[src/rtl/regfile_pkg.sv]
// Shared register-file constants, write-request type and address decoder.
package regfile_pkg;

  localparam int unsigned DATA_W = 32;
  localparam int unsigned ADDR_W = 5;
  localparam int unsigned NREGS  = 32;

  // r0 is hardwired to zero; writes to it are dropped.
  localparam logic [ADDR_W-1:0] ZERO_REG = '0;

  typedef struct packed {
    logic [ADDR_W-1:0] addr;
    logic [DATA_W-1:0] data;
  } wb_req_t;

  // Binary register address to one-hot enable vector.
  function automatic logic [NREGS-1:0] onehot_dec(input logic [ADDR_W-1:0] addr);
    logic [NREGS-1:0] vec;
    vec       = '0;
    vec[addr] = 1'b1;
    return vec;
  endfunction

endpackage

[src/rtl/wb_fwd_lookup.sv]
// Forwarding search over the pending write-back entries for one read port.
// Walks the ring from oldest (head) to newest; a later match overrides an
// earlier one, so the newest pending write for the address wins.
module wb_fwd_lookup
  import regfile_pkg::*;
#(
  parameter int unsigned DEPTH = 4
) (
  input  wb_req_t                    entries_i [DEPTH],
  input  logic [DEPTH-1:0]           valid_i,
  input  logic [$clog2(DEPTH)-1:0]   head_i,
  input  logic [ADDR_W-1:0]          rd_addr_i,
  output logic                       hit_o,
  output logic [DATA_W-1:0]          data_o
);

  localparam int unsigned PtrW = $clog2(DEPTH);

  logic [PtrW-1:0] idx;

  // Oldest-to-newest scan; last match is the newest.
  always_comb begin
    hit_o  = 1'b0;
    data_o = '0;
    idx    = '0;
    for (int unsigned k = 0; k < DEPTH; k++) begin
      idx = head_i + PtrW'(k);
      if (valid_i[idx] && (rd_addr_i != ZERO_REG) && (entries_i[idx].addr == rd_addr_i)) begin
        hit_o  = 1'b1;
        data_o = entries_i[idx].data;
      end
    end
  end

endmodule

[src/rtl/regfile_wb_queue.sv]
// Write-back request queue feeding the register file enable/data inputs.
// Buffers (addr, data) requests, retires one per cycle as a one-hot enable
// plus shared data bus, and forwards pending writes to two read ports.
module regfile_wb_queue
  import regfile_pkg::*;
#(
  parameter int unsigned DEPTH = 4
) (
  input  logic                     clk,
  input  logic                     clr,
  input  logic                     in_valid_i,
  output logic                     in_ready_o,
  input  logic [ADDR_W-1:0]        in_addr_i,
  input  logic [DATA_W-1:0]        in_data_i,
  input  logic                     hold_i,
  output logic [NREGS-1:0]         wr_en_o,
  output logic [DATA_W-1:0]        wr_data_o,
  input  logic [ADDR_W-1:0]        rd_addr_a_i,
  output logic                     fwd_hit_a_o,
  output logic [DATA_W-1:0]        fwd_data_a_o,
  input  logic [ADDR_W-1:0]        rd_addr_b_i,
  output logic                     fwd_hit_b_o,
  output logic [DATA_W-1:0]        fwd_data_b_o,
  output logic [$clog2(DEPTH):0]   count_o
);

  localparam int unsigned PtrW = $clog2(DEPTH);
  localparam int unsigned CntW = PtrW + 1;

  wb_req_t          mem_q [DEPTH];
  logic [DEPTH-1:0] valid_q, valid_d;
  logic [PtrW-1:0]  rd_ptr_q, rd_ptr_d;
  logic [PtrW-1:0]  wr_ptr_q, wr_ptr_d;
  logic [CntW-1:0]  count_q, count_d;
  logic             push, pop;
  wb_req_t          head;

  assign head       = mem_q[rd_ptr_q];
  // Ready depends only on registered count; a same-cycle pop never frees a slot.
  assign in_ready_o = (count_q != CntW'(DEPTH));
  // Writes to r0 complete the handshake but are never stored.
  assign push       = in_valid_i && in_ready_o && (in_addr_i != ZERO_REG);
  assign pop        = (count_q != '0) && !hold_i;
  assign count_o    = count_q;

  // Next-state for pointers, count and per-entry valid bits.
  always_comb begin
    valid_d  = valid_q;
    rd_ptr_d = rd_ptr_q;
    wr_ptr_d = wr_ptr_q;
    if (pop) begin
      valid_d[rd_ptr_q] = 1'b0;
      rd_ptr_d          = rd_ptr_q + PtrW'(1);
    end
    if (push) begin
      valid_d[wr_ptr_q] = 1'b1;
      wr_ptr_d          = wr_ptr_q + PtrW'(1);
    end
    count_d = count_q + CntW'(push) - CntW'(pop);
  end

  // Control state, cleared asynchronously so pending writes are discarded.
  always_ff @(posedge clk or posedge clr) begin
    if (clr) begin
      valid_q  <= '0;
      rd_ptr_q <= '0;
      wr_ptr_q <= '0;
      count_q  <= '0;
    end else begin
      valid_q  <= valid_d;
      rd_ptr_q <= rd_ptr_d;
      wr_ptr_q <= wr_ptr_d;
      count_q  <= count_d;
    end
  end

  // Entry payload storage; no reset needed since valid bits gate every use.
  always_ff @(posedge clk) begin
    if (push) begin
      mem_q[wr_ptr_q].addr <= in_addr_i;
      mem_q[wr_ptr_q].data <= in_data_i;
    end
  end

  // Retire port: regfile captures at the same edge the head is popped.
  always_comb begin
    wr_en_o   = '0;
    wr_data_o = '0;
    if (pop) begin
      wr_en_o   = onehot_dec(head.addr);
      wr_data_o = head.data;
    end
  end

  wb_fwd_lookup #(
    .DEPTH (DEPTH)
  ) u_fwd_a (
    .entries_i (mem_q),
    .valid_i   (valid_q),
    .head_i    (rd_ptr_q),
    .rd_addr_i (rd_addr_a_i),
    .hit_o     (fwd_hit_a_o),
    .data_o    (fwd_data_a_o)
  );

  wb_fwd_lookup #(
    .DEPTH (DEPTH)
  ) u_fwd_b (
    .entries_i (mem_q),
    .valid_i   (valid_q),
    .head_i    (rd_ptr_q),
    .rd_addr_i (rd_addr_b_i),
    .hit_o     (fwd_hit_b_o),
    .data_o    (fwd_data_b_o)
  );

endmodule

[config.mk]
export PLATFORM = sky130hd
export DESIGN_NAME = regfile_wb_queue
export DESIGN_NICKNAME = d
export VERILOG_FILES = /design/src/rtl/regfile_pkg.sv /design/src/rtl/wb_fwd_lookup.sv /design/src/rtl/regfile_wb_queue.sv
export SDC_FILE = /design/constraint.sdc
export NUM_CORES = 1
export LEC_CHECK = 0
export ABC_CLOCK_PERIOD_IN_PS = 8500
export CAP_MARGIN = 10
export CORE_MARGIN = 3
export CORE_UTILIZATION = 40
export CTS_CLUSTER_DIAMETER = 150
export DETAILED_ROUTE_END_ITERATION = 16
export PLACE_DENSITY = 0.6
export SLEW_MARGIN = 20
export SYNTH_ARGS = -nofsm -noshare
export SYNTH_HDL_FRONTEND = slang
export SYNTH_SLANG_ARGS = --single-unit
[constraint.sdc]
create_clock -name clk -period 8.5 [get_ports clk]
set_clock_uncertainty 0.2 [all_clocks]
set_input_delay 1.275 -clock clk [delete_from_list [all_inputs] [get_ports clk]]
set_output_delay 1.275 -clock clk [all_outputs]
set_load 0.1 [all_outputs]
==> qor.yml <==
clocking:
  cts-buffers-inserted: 17
  cts_root_buf: "clkbuf_16"
  cts_hold_buf: 0
  cts_buffer_depth: 2
  cts_resized: 0
  cts.sinks: 159
  cts_tree: "yes"
  clkTransAtPathRegs_ns: 0.06
  cts_htree_levels: 4
  clk_latency_ns: 0.43
  post_cts_buffers: 0
synthesis:
  synth_most_common_cell: "and2_1"
  syn_area_mm2: 0.0127
  ys_seq_area_share_pct: 37.2
  syn-instance-count: 1039
  synth-async-reset-ratio_pct: 6.92
  synth-seq-cells: 159
  yosys.area.top_type: "edfxtp_1"
  synthTopCellsByCount: "and2_1, edfxtp_1, mux4_2"
  synthFlopType: "edfxtp_1"
  avgSynthCellArea_um2: 12.2
  synth_top_area_share_pct: 35.1
  ys_warn_count: 0
  ys_top_cells_by_area: "edfxtp_1, mux4_2, and2_1"
  yosys.cell_types.count: 47
  syn_nets: 1101
  synth-edff-count: 148
global_routing:
  grt_pass1_vias: 9606
  grt_overflow: 0
  grt_util_all_layers_pct: 23.0
  grt_max_degree: 74
  antenna_found_initial: 0
  grt_first_pass_wirelength_um: 59100
floorplan:
  die_w_um: 184
  initial_core_util_pct: 41.0
  die_height_um: 184
  core_area_mm2: 0.0309
  die-area_mm2: 0.0338
  num_rows: 64
  ios: 185
setup_path:
  crit_path_end_kind: "output port"
  critPathRequiredTime_ns: 7.03
  slowest_delay_ns: 1.19
  cp_slowest_cell: "clkdlybuf4s50_1"
  cp_cell_sequence: "inv_1, ha_4, mux4_2, xnor2_1, nand4_1, nor2_4, nand2_1, a31oi_1, clkdlybuf4s50_1"
  crit_path_start_kind: "flip-flop"
  startpoint: "rd_ptr_q[1]$_DFFE_PP0P_"
  cp_max_fo: 38
  r2r_start: "wr_ptr_q[0]$_DFFE_PP0P_"
  arrival_ns: 5.43
  worst-setup-path-type: "flip-flop to output port"
timing:
  period_share_pct: 81.3
  finalSetupViolations: 0
  max_slew_margin_pct: 26.0
  max_freq_ghz: 0.145
  hold_viol: 0
  setup_tns_ns: 0
  finalMaxSlewViolations: 0
  tightest_slew_ns: 1.11
  rsz0062_at_grt: "no"
  period_needed_ns: 6.91
placed_design:
  hpwlAfterDp_um: 25100
  routabilityCongestion: 0.910
  postPlaceCellArea_mm2: 0.0146
  numPortBuffers: 184
detailed_routing:
  dr_wl_met3_um: 2740
  vias: 9505
  wl_um: 38900
  via_per_inst: 6.04
  route.detailed.drc: 0
  drtAntennaViolNets: 0
  top_layer: "met4"
  drt-initial-drc-count: 720
  drt-pass1-iter-count: 5
  met2WireLength_um: 19200
  wl_met1_um: 16200
  wl_per_cell_um: 24.7
final_layout:
  fin_area_mm2: 0.0151
  nets: 1226
  area.growth.synth_to_final_pct: 19.1
  layout-drive-gt1-share_pct: 26.1
  diodes: 0
  nFillCells: 2762
  utilization_pct: 48.8
hold_path:
  hp-class: "flip-flop to flip-flop"
  hold_start: "valid_q[0]$_DFF_PP0_"
run_status:
  outcome: "completed"
run:
  maxCapViolCount: 0
## final cells by class
type	instances	area, µm²	area share (%)
inverter	11	41.3	0.274
tap	396	495	3.28
timing repair buffer	201	1820	12.0
clock buffer	18	429	2.84
clock inverter	14	109	0.721
sequential	159	4730	31.3
multi-input combinational	774	7470	49.5
## worst max-delay path: cells and delay by family, from the launching register on
kind	cells	cell delay, ns
XOR/XNOR	1	0.19
adder cells (fa/ha/maj)	1	0.73
AO/OA/AOI/OAI	1	0.30
AND/OR/NAND/NOR	3	0.95
flip-flops	1	0.78
buffers and inverters	2	1.39
multiplexers	1	0.64
## cells by family after synthesis
family,count (synthesis),synth area share [%]
AND/OR/NAND/NOR,370,15.3
buffers and inverters,106,4.32
flip-flops,159,37.2
AO/OA/AOI/OAI,109,7.62
multiplexers,240,31.3
adder cells (fa/ha/maj),11,1.15
XOR/XNOR,44,3.04
## cells in the final DEF, fill, tap and decap left out, types with 9 or more instances in the layout
master	Yosys	routed
clkdlybuf4s50_1	0	123
nand2_1	104	103
mux2i_1	87	87
nor2_1	51	48
o221ai_1	35	35
inv_1	10	10
dfrtp_1	11	9
nand3b_1	10	10
o21ai_0	32	32
buf_4	8	78
nand3_1	10	10
and2_1	164	160
mux2_2	31	31
edfxtp_1	148	148
clkbuf_16	0	17
xnor2_1	44	44
mux4_2	122	122
o221ai_2	21	21
## sequential cells by signal, summed over array words and instances, names as in the netlist
name	count
wr_ptr_q	2
mem_q	148
valid_q	4
rd_ptr_q	2
count_o	3
## worst paths after layout
kind | slack [ns] | cells past startpoint | endpoint
max in group asynchronous | 6.71 | 2 | rd_ptr_q[1]$_DFFE_PP0P_
max | 1.59 | 9 | fwd_data_a_o[0]
max reg2reg | 5.52 | 4 | mem_q[44]$_DFFE_PP_
min in group asynchronous | 0.97 | 2 | count_o[0]$_DFF_PP0_
min | 0.36 | 1 | valid_q[0]$_DFF_PP0_
min reg2reg | 0.36 | 1 | valid_q[0]$_DFF_PP0_
## per-stage QoR
| stage | cells | hold WS (ns) | setup WS [ns] |
|---|---|---|---|
| after global routing | 1573 | 0.389 | 1.27 |
| after detailed placement | 1541 | 0.352 | 2.01 |
| after CTS | 1573 | 0.362 | 1.51 |
| after global placement | 1541 | 0.321 | 2.07 |
| after floorplan | 1039 | 0.295 | 1.50 |
| final | 1573 | 0.364 | 1.59 |
## metal layers
metal	vias up	track usage, %
li1	4235	-
met1	4822	30.6
met2	397	39.0
met3	51	4.31
met4	0	6.17
met5	-	0
Power is left out: the tool's default activity adds up to more than one toggle a clock period on the data nets, which glitch-free logic cannot reach.
